## src/rtl/prio_onehot_decoder.sv

```systemverilog
// Decodes {code, z} words into a one-hot strobe held for HOLD_CYCLES, followed by GAP_CYCLES idle cycles.
// Define PRIO_DEC_SEEN_EN to add the clr_seen/seen sticky record of accepted channels.
module prio_onehot_decoder #(
  parameter int HOLD_CYCLES = 4,
  parameter int GAP_CYCLES  = 1
) (
  input  logic       clk,
  input  logic       rst_n,
  input  logic       in_valid,
  output logic       in_ready,
  input  logic [2:0] code,
  input  logic       z,
  output logic [7:0] onehot,
  output logic       busy,
  output logic       done
`ifdef PRIO_DEC_SEEN_EN
  ,
  input  logic       clr_seen,
  output logic [7:0] seen
`endif
);

  typedef enum logic [1:0] {IDLE, HOLD, GAP} state_t;

  localparam logic [7:0] HOLD_INIT = 8'(HOLD_CYCLES - 1);
  localparam logic [7:0] GAP_INIT  = 8'(GAP_CYCLES - 1);

  state_t     state_q, state_d;
  logic [7:0] cnt_q, cnt_d;
  logic [7:0] onehot_q, onehot_d;
  logic       done_q, done_d;
  logic       accept;

  assign in_ready = (state_q == IDLE) && rst_n;
  assign accept   = in_valid && in_ready;
  assign onehot   = onehot_q;
  assign done     = done_q;
  assign busy     = (state_q != IDLE);

  always_comb begin
    state_d  = state_q;
    cnt_d    = cnt_q;
    onehot_d = onehot_q;
    done_d   = 1'b0;
    case (state_q)
      IDLE: begin
        onehot_d = '0;
        if (accept) begin
          if (z) begin
            done_d = 1'b1;
          end else begin
            onehot_d = 8'b1 << code;
            state_d  = HOLD;
            cnt_d    = HOLD_INIT;
          end
        end
      end
      HOLD: begin
        if (cnt_q == '0) begin
          onehot_d = '0;
          done_d   = 1'b1;
          if (GAP_CYCLES > 0) begin
            state_d = GAP;
            cnt_d   = GAP_INIT;
          end else begin
            state_d = IDLE;
          end
        end else begin
          cnt_d = cnt_q - 8'd1;
        end
      end
      GAP: begin
        onehot_d = '0;
        if (cnt_q == '0) state_d = IDLE;
        else             cnt_d   = cnt_q - 8'd1;
      end
      default: begin
        state_d  = IDLE;
        cnt_d    = '0;
        onehot_d = '0;
      end
    endcase
  end

`ifdef PRIO_DEC_SEEN_EN
  logic [7:0] seen_q, seen_d;
  assign seen = seen_q;

  // A clear coinciding with an accept keeps only the newly accepted channel.
  always_comb begin
    seen_d = clr_seen ? '0 : seen_q;
    if (accept && !z) seen_d = seen_d | (8'b1 << code);
  end
`endif

  always_ff @(posedge clk) begin
    if (!rst_n) begin
      state_q  <= IDLE;
      cnt_q    <= '0;
      onehot_q <= '0;
      done_q   <= 1'b0;
`ifdef PRIO_DEC_SEEN_EN
      seen_q   <= '0;
`endif
    end else begin
      state_q  <= state_d;
      cnt_q    <= cnt_d;
      onehot_q <= onehot_d;
      done_q   <= done_d;
`ifdef PRIO_DEC_SEEN_EN
      seen_q   <= seen_d;
`endif
    end
  end

endmodule

```

## config.mk

```make
export PLATFORM = sky130hd
export DESIGN_NAME = prio_onehot_decoder
export DESIGN_NICKNAME = d
export VERILOG_FILES = /design/src/rtl/prio_onehot_decoder.sv
export SDC_FILE = /design/constraint.sdc
export NUM_CORES = 1
export LEC_CHECK = 0
export CORE_ASPECT_RATIO = 0.75
export CORE_MARGIN = 3
export CORE_UTILIZATION = 35
export CTS_CLUSTER_DIAMETER = 200
export DETAILED_ROUTE_END_ITERATION = 8
export GPL_TIMING_DRIVEN = 0
export RECOVER_POWER = 100
export SLEW_MARGIN = 20
export SYNTH_ARGS = -nofsm -noshare
export SYNTH_HDL_FRONTEND = slang
export SYNTH_SLANG_ARGS = --single-unit
```

## constraint.sdc

```tcl
create_clock -name clk -period 3.2 [get_ports clk]
set_clock_uncertainty 0.2 [all_clocks]
set_input_delay 0.48 -clock clk [delete_from_list [all_inputs] [get_ports clk]]
set_output_delay 0.48 -clock clk [all_outputs]
set_load 0.02 [all_outputs]
```

Yosys cells after proc, flatten, opt, wreduce, memory -nomap -nowiden
Index checks and enable logic that the tools add are counted.
{ "word_totals": {"regBits": 19, "out_inout_bits": 11, "word_cells": 38} }
{ "op_classes": {"addsub": 1, "n_eq_ne": 7, "shifts": 1, "n_mux": 18, "reduce_logical": 7} }
{ "ops": {"columns": ["cell", "n"], "rows": [
  ["8-bit two-way mux", 7],
  ["8-bit case mux with 3 select lines", 1],
  ["8-bit case mux with 2 select lines", 1],
  ["2-bit inequality test (second input constant)", 5],
  ["8-bit logical NOT", 1],
  ["2-bit two-way mux", 4],
  ["1-bit by 3-bit left shift with 8-bit output (first input constant)", 1],
  ["8-bit by 1-bit subtractor with 8-bit output (second input constant)", 1],
  ["2-bit case mux with 3 select lines", 1],
  ["4-bit AND reduction", 1],
  ["1-bit two-way mux", 3],
  ["3-bit AND reduction", 1],
  ["2-bit by 1-bit == test with 1-bit output (second input constant)", 1],
  ["2-bit == test (second input constant)", 1],
  ["1-bit logical AND", 2],
  ["2-bit logical NOT", 1],
  ["1-bit case mux with 2 select lines", 1],
  ["2-bit nonzero test", 1]
]} }

Logic depth before layout (Yosys ltp)
Gate-level depths: netlist of run 1.
{ "logic_depth": {"word_depth": 5, "ltp_mapped": 6, "ltp_nobuf": 6} }

Worst setup path before layout of run 1
OpenSTA, ideal clock, no wires.
{ "synth_timing": {"path_kind": "input port to flip-flop", "from": "in rst_n", "to": "reg onehot_q[2] (netlist: onehot[2])", "arrival_ps": 1586, "required_time_ps": 2930, "path_slack_ps": 1344, "cell_stages": 4, "path_buffers": 0, "cell_sequence": "nor3b_2 nand2_1 or4b_1 a21oi_1"} }
{ "synth_via": {"elab_chain_len": 4} }
{ "synth_rtl": {"columns": ["item", "line", "source"], "rows": [
  ["from (decl)", "8", "input logic rst_n,"],
  ["1-bit logical AND", "34", "assign in_ready = (state_q == IDLE) && rst_n;"],
  ["1-bit logical AND", "35", "assign accept = in_valid && in_ready;"],
  ["8-bit two-way mux", "48", "if (accept) begin"],
  ["8-bit case mux with 2 select lines", "45", "case (state_q)"],
  ["to (signal assigned)", "108", "onehot_q <= onehot_d;"],
  ["to (decl)", "30", "logic [7:0] onehot_q, onehot_d;"]
]} }
Parallel ways exist; a longest one is shown, timed or not.
A chain may end at the register's enable or synchronous reset.

Worst setup path after layout of run 1
{ "layout_timing": {"from": "in rst_n", "to": "out in_ready"} }
{ "layout_via": {"elab_chain_len": 1} }
{ "layout_rtl": {"columns": ["item", "line", "source"], "rows": [
  ["1-bit logical AND", "34", null],
  ["to (decl)", "10", "output logic in_ready,"]
]} }
No other way between the ends.

==> results by group, run 1 <==
Clocking
  • CTS clk-pin slew, worst paths: 0.06 ns
  • PostCTS Resize Cnt: 0
  • Insertion delay to the later sink of the worst-skew pair: 0.26 ns
  • Post-CTS Setup Repair Bufs: 0
  • CTS max path bufs: 2
  • H-tree depth: 1
  • # clock sinks: 19
  • Hold Buf Count CTS: 0
  • CTS tree: done
  • CTS root buf: clkbuf_8
  • Num CTS Buffers: 3

Final layout
  • Fraction of layout cells with a size suffix above 1: 7.64%
  • Commonest non-fill, non-tap cell in the layout: dfxtp_1
  • Area grow syn2layout: 23.9%
  • Inserted Diodes: 0
  • Most frequent cells in the layout: dfxtp_1 (19), a21oi_1 (16), dlygate4sd3_1 (11)
  • Post-layout nets: 154

STA
  • Setup_tns: 0 ns
  • Fin. max-slew vios: 0
  • Worst slew pin tran: 0.809 ns
  • Rel. slew slack: 46.0%
  • Final setup fails: 0
  • Final Hold Viols: 0
  • Clock period minus final worst setup slack: 2.78 ns
  • Fin crit share: 86.8%
  • Unrepaired setup endpoints after global routing: false
  • FMAX: 360 MHz
  • Final WS setup: 0.424 ns

Worst setup path
  • Crit path launch type: input port
  • Cell Chain, Critical Path: dlygate4sd3_1 -> nor3b_2 -> dlygate4sd3_1
  • Worst EP required: 2.52 ns
  • Critical path buffer and inverter count: 2
  • Worst path top cell family by delay: buffers and inverters
  • Crit path kind: in2out
  • Cell repeated most along the worst path: dlygate4sd3_1
  • Critical-path top delay cell: dlygate4sd3_1
  • Critical Path AT: 2.10 ns
  • CP peak stage delay: 0.70 ns
  • CP max FO: 7
  • Worst setup EP type: output port

Detailed routing
  • Total vias in the final route: 1028
  • DRT Pass-1 Iters: 4
  • Routed vias/inst: 5.71
  • Antenna violation net count after detailed routing: 0
  • Number of DRC markers in iteration 0: 55
  • Total wire length: 2570 um
  • Routed len/inst: 14.3 um
  • Post-route DRC: 0

Place
  • Detailed-placement wirelength estimate: 1960 um
  • Setup WS pre-CTS: 0.543 ns
  • Port bufs: 17
  • Routability cong.: 0.848

Global routing
  • GRT Total Usage: 15.3%
  • Initial antenna violation count: 0
  • Vias in the first global route: 924
  • Global-route wire length before repair: 4470 um
  • Global route total overflow: 0
  • Largest net degree at the start of global routing: 11

Floorplan
  • DIE WIDTH: 69.5 um
  • Ports: 18
  • Die Height: 53.6 um
  • Die area: 0.00373 mm^2
  • Row count: 16
  • Starting Density: 38.6%
  • Core area: 0.00274 mm^2

Outcome
  • Run status: completed

Power and ir drop
  • Pwr per Cell Area: 654 mW/mm^2
  • Peak supply drop: 0.296 mV
  • Leak pwr: 0.468 nW

Flow run
  • Max-cap violations: 0

Synth
  • FFs w/ async S/R, synth: 0%
  • Yosys cell types: 45
  • Post-synth EDFFs: 0
  • Syn Inst Count: 123
  • Ys Warns: 0
  • Main flop type after synthesis: dfxtp_1
  • Syn Std Cell Area: 0.00106 mm^2
  • Post-synthesis register bit count: 19
  • Synthesized net count: 132
  • Average size of a mapped cell: 8.61 um^2
  • Sequential area share after synthesis: 35.9%

Worst hold path
  • Hold Crit Class: reg2reg
==> worst paths after layout <==
kind,from,to,slack (ns),cells after the start
max,rst_n,in_ready,0.42,3
min,onehot[2]$_SDFFE_PN0P_,onehot[2]$_SDFFE_PN0P_,0.25,2
max reg2reg,cnt_q[0]$_SDFFE_PN0P_,cnt_q[2]$_SDFFE_PN0P_,0.71,6
min reg2reg,onehot[2]$_SDFFE_PN0P_,onehot[2]$_SDFFE_PN0P_,0.25,2
==> synthesized netlist by cell type, types with 3 or more instances <==
master	n	share of area, %
o211ai_1	4	2.8
nor2_1	8	2.8
nand3_1	6	2.8
a21oi_1	16	7.6
nand4b_1	3	2.5
nor3_1	3	1.4
nand2_1	10	3.5
inv_1	5	1.8
a211oi_1	3	2.1
a21o_1	4	2.8
dfxtp_1	19	36
==> per-layer routing <==
metal  vias up  wire length (um)  global-route usage (%)
met5         -                 0                       0
met4         0                15                    3.90
met3         4               173                    4.29
met2        27              1100                    23.1
met1       479              1280                    21.5
li1        518                 -                       -
==> worst min-delay path: cells and delay by family (launching register included) <==
kind / cells / cell delay [ns]
flops: 1 / 0.31
simple gates: 1 / 0.05
compound gates: 1 / 0.05
==> sequential cells by signal (all words and copies together) (netlist names) <==
register,cells
onehot,8
state_q,2
done,1
cnt_q,8
==> kinds of logic after synthesis <==
group | Yosys count | synth area share (%)
AOI/OAI and AO/OA | 42 | 27.7
adders and majority gates | 2 | 2.36
buffers and inverters | 10 | 3.78
DFF | 19 | 35.9
and+or+nand+nor | 50 | 30.3
==> power by group <==
part | internal, mW | leakage [nW] | total (mW) | switching (mW)
logic | 0.157 | 0.291 | 0.387 | 0.229
registers | 0.269 | 0.155 | 0.305 | 0.0365
clock network | 0.0885 | 0.0228 | 0.165 | 0.0768
==> through the flow <==
stage          cell area [um^2]  utilization (%)  power (mW)  hold slack [ns]  instances
2_1_floorplan              1060                -       0.610            0.282        123
3_3_place_gp               1270             46.4       0.699            0.241        176
3_5_place_dp               1270             46.4       0.705            0.250        176
4_1_cts                    1320             48.1       0.873            0.259        180
5_1_grt                    1310             47.8       0.916            0.292        180
6_report                   1310             47.8       0.857            0.250        180
==> area by class of cell <==
type / count / area, um^2
repair buffers: 17 / 170
flip-flops and latches: 19 / 380
inverters: 6 / 22.5
plain buffers: 4 / 16.3
clock buffers: 4 / 45.0
well taps: 36 / 45.0
fillers: 268 / 1430
multi-input cells: 94 / 632
No activity file was read; power rests on OpenSTA's default activity.
==> run 2, diff against run 1 <==
Settings changed: TNS_END_PERCENT set to 5.
==> results of run 2 <==
Same layout as run 1: the final DEF is identical, and so are final timing and power.
==> run 3, diff against run 2 <==
Settings changed: SETUP_SLACK_MARGIN set to 0.5.
==> results by group, run 3 (synthesis gave the netlist of run 1 again) <==
STA
  • Fin. max-slew vios: 0 (unchanged)
  • Final setup fails: 0 (unchanged)
  • Final Hold Viols: 0 (unchanged)
  • FMAX: 400 MHz (was 360 MHz)
  • Fin crit share: 78.2% (was 86.8%)
  • Setup_tns: 0 ns (unchanged)
  • WHS: 0.250 ns (about the same)
  • Rel. slew slack: 45.6% (was 46.0%)
  • Worst slew pin tran: 0.817 ns (was 0.809 ns)
  • Unrepaired setup endpoints after global routing: false (unchanged)
  • Clock period minus final worst setup slack: 2.50 ns (was 2.78 ns)
  • Final WS setup: 0.698 ns (was 0.424 ns)

Worst hold path
  • Hold Crit Class: reg2reg (unchanged)
  • Min-delay src: onehot[2]$_SDFFE_PN0P_ (unchanged)

Clocking
  • Num CTS Buffers: 3 (unchanged)
  • Post-CTS Setup Repair Bufs: 0 (unchanged)
  • PostCTS Resize Cnt: 0 (unchanged)
  • CTS max path bufs: 2 (unchanged)
  • CTS root buf: clkbuf_8 (unchanged)
  • CTS tree: done (unchanged)
  • H-tree depth: 1 (unchanged)
  • CTS clk-pin slew, worst paths: 0.07 ns (was 0.06 ns)
  • # clock sinks: 19 (unchanged)
  • Hold Buf Count CTS: 0 (unchanged)
  • Insertion delay to the later sink of the worst-skew pair: 0.25 ns (was 0.26 ns)

Detailed routing
  • Total vias in the final route: 1030 (was 1028)
  • Number of DRC markers in iteration 0: 37 (was 55)
  • Routed vias/inst: 5.72 (was 5.71)
  • DRT Pass-1 Iters: 4 (unchanged)
  • Antenna violation net count after detailed routing: 0 (unchanged)
  • Routed len/inst: 14.3 um (unchanged)
  • Post-route DRC: 0 (unchanged)
  • Total wire length: 2570 um (unchanged)

Global routing
  • Met1 usage in global routing: 21.5% (unchanged)
  • Global-route wire length before repair: 4470 um (unchanged)
  • Initial antenna violation count: 0 (unchanged)
  • Vias in the first global route: 924 (unchanged)
  • Met3 usage: 4.29% (unchanged)
  • Met2 Track Usage GR: 23.1% (unchanged)
  • GRT Total Usage: 15.3% (unchanged)
  • Global route total overflow: 0 (unchanged)
  • Largest net degree at the start of global routing: 11 (unchanged)
  • GRT Max-Usage Layer: met2 (unchanged)

Floorplan
  • Core area: 0.00274 mm^2 (unchanged)
  • Die Height: 53.6 um (unchanged)
  • Die area: 0.00373 mm^2 (unchanged)
  • Row count: 16 (unchanged)
  • Starting Density: 38.6% (unchanged)
  • DIE WIDTH: 69.5 um (unchanged)
  • Ports: 18 (unchanged)

Worst setup path
  • CP startpoint: cnt_q[0]$_SDFFE_PN0P_ (was rst_n)
  • CP max FO: 10 (was 7)
  • FF-to-FF Start: cnt_q[0]$_SDFFE_PN0P_ (unchanged)
  • Critical Path AT: 2.48 ns (was 2.10 ns)
  • Worst EP required: 3.18 ns (was 2.52 ns)
  • Crit path kind: reg2reg (was in2out)
  • Worst setup EP type: register (was output port)
  • Crit path launch type: register (was input port)

Place
  • Placed cells: 176 (unchanged)
  • Setup WS pre-CTS: 0.543 ns (unchanged)
  • Area post-placement: 0.00127 mm^2 (unchanged)
  • Port bufs: 17 (unchanged)
  • Detailed-placement wirelength estimate: 1960 um (unchanged)
  • Routability cong.: 0.848 (unchanged)

Final layout
  • Inserted Diodes: 0 (unchanged)
  • Most frequent cells in the layout: dfxtp_1 (19), a21oi_1 (16), nand2_1 (10), dlygate4sd3_1 (10), nor2_1 (8) (was dfxtp_1 (19), a21oi_1 (16), dlygate4sd3_1 (11))
  • Filler cells: 271 (was 268)
  • Storage cell area: 380 um^2 (unchanged)
  • Final Non-Filler Cells: 180 (unchanged)
  • Multi-input gate area: 632 um^2 (unchanged)
  • Design Area, Final: 0.00131 mm^2 (about the same)
  • Post-layout util: 47.6% (was 47.8%)
  • Post-layout nets: 154 (unchanged)
  • Commonest non-fill, non-tap cell in the layout: dfxtp_1 (unchanged)
  • Fraction of layout cells with a size suffix above 1: 7.64% (unchanged)
  • Area grow syn2layout: 23.3% (was 23.9%)

Flow run
  • Max-cap violations: 0 (unchanged)

Power and ir drop
  • Peak supply drop: 0.294 mV (was 0.296 mV)
  • Pwr per Cell Area: 655 mW/mm^2 (was 654 mW/mm^2)
  • Leak pwr: 0.465 nW (was 0.468 nW)
  • Design Power: 855 uW (was 857 uW)

Outcome
  • Run status: completed (unchanged)
-- run 3: changes by cell type in the layout (fill, tap and decap cells not counted) --
cell	previous run	this run
dlygate4sd3_1	11	10
clkbuf_1	3	4
-- run 3: metal layers --
layer	wire length, um	vias up
li1	-	517
met1	1250	483
met2	1110	26
met3	188	4
met4	15	0
met5	0	-
-- run 3: final timing paths --
path | slack, ns | cells after the start | endpoint
hold reg to reg | 0.25 | 2 | onehot[2]$_SDFFE_PN0P_
setup / recovery | 0.70 | 6 | cnt_q[2]$_SDFFE_PN0P_
hold / removal | 0.25 | 2 | onehot[2]$_SDFFE_PN0P_
setup reg to reg | 0.70 | 6 | cnt_q[2]$_SDFFE_PN0P_
-- run 3: area by class of cell --
| type | count | share of cell area, % |
|---|---|---|
| clock buffers | 4 | 3.45 |
| well taps | 36 | 3.45 |
| inverters | 6 | 1.73 |
| plain buffers | 4 | 1.25 |
| repair buffers | 17 | 12.6 |
| multi-input cells | 94 | 48.4 |
| flip-flops and latches | 19 | 29.1 |
-- run 3: where the power goes --
group | internal [mW] | switching (mW)
clock network | 0.0884 | 0.0761
registers | 0.269 | 0.0366
logic | 0.155 | 0.230
-- run 3: critical path, stage by stage, from the launching register on --
cell and delay [ns]:
dfxtp_1 0.39, inv_1 0.08, ha_1 0.23, nor3b_1 0.16, a21oi_1 0.66, o21ai_0 0.45
nor3_1 0.25
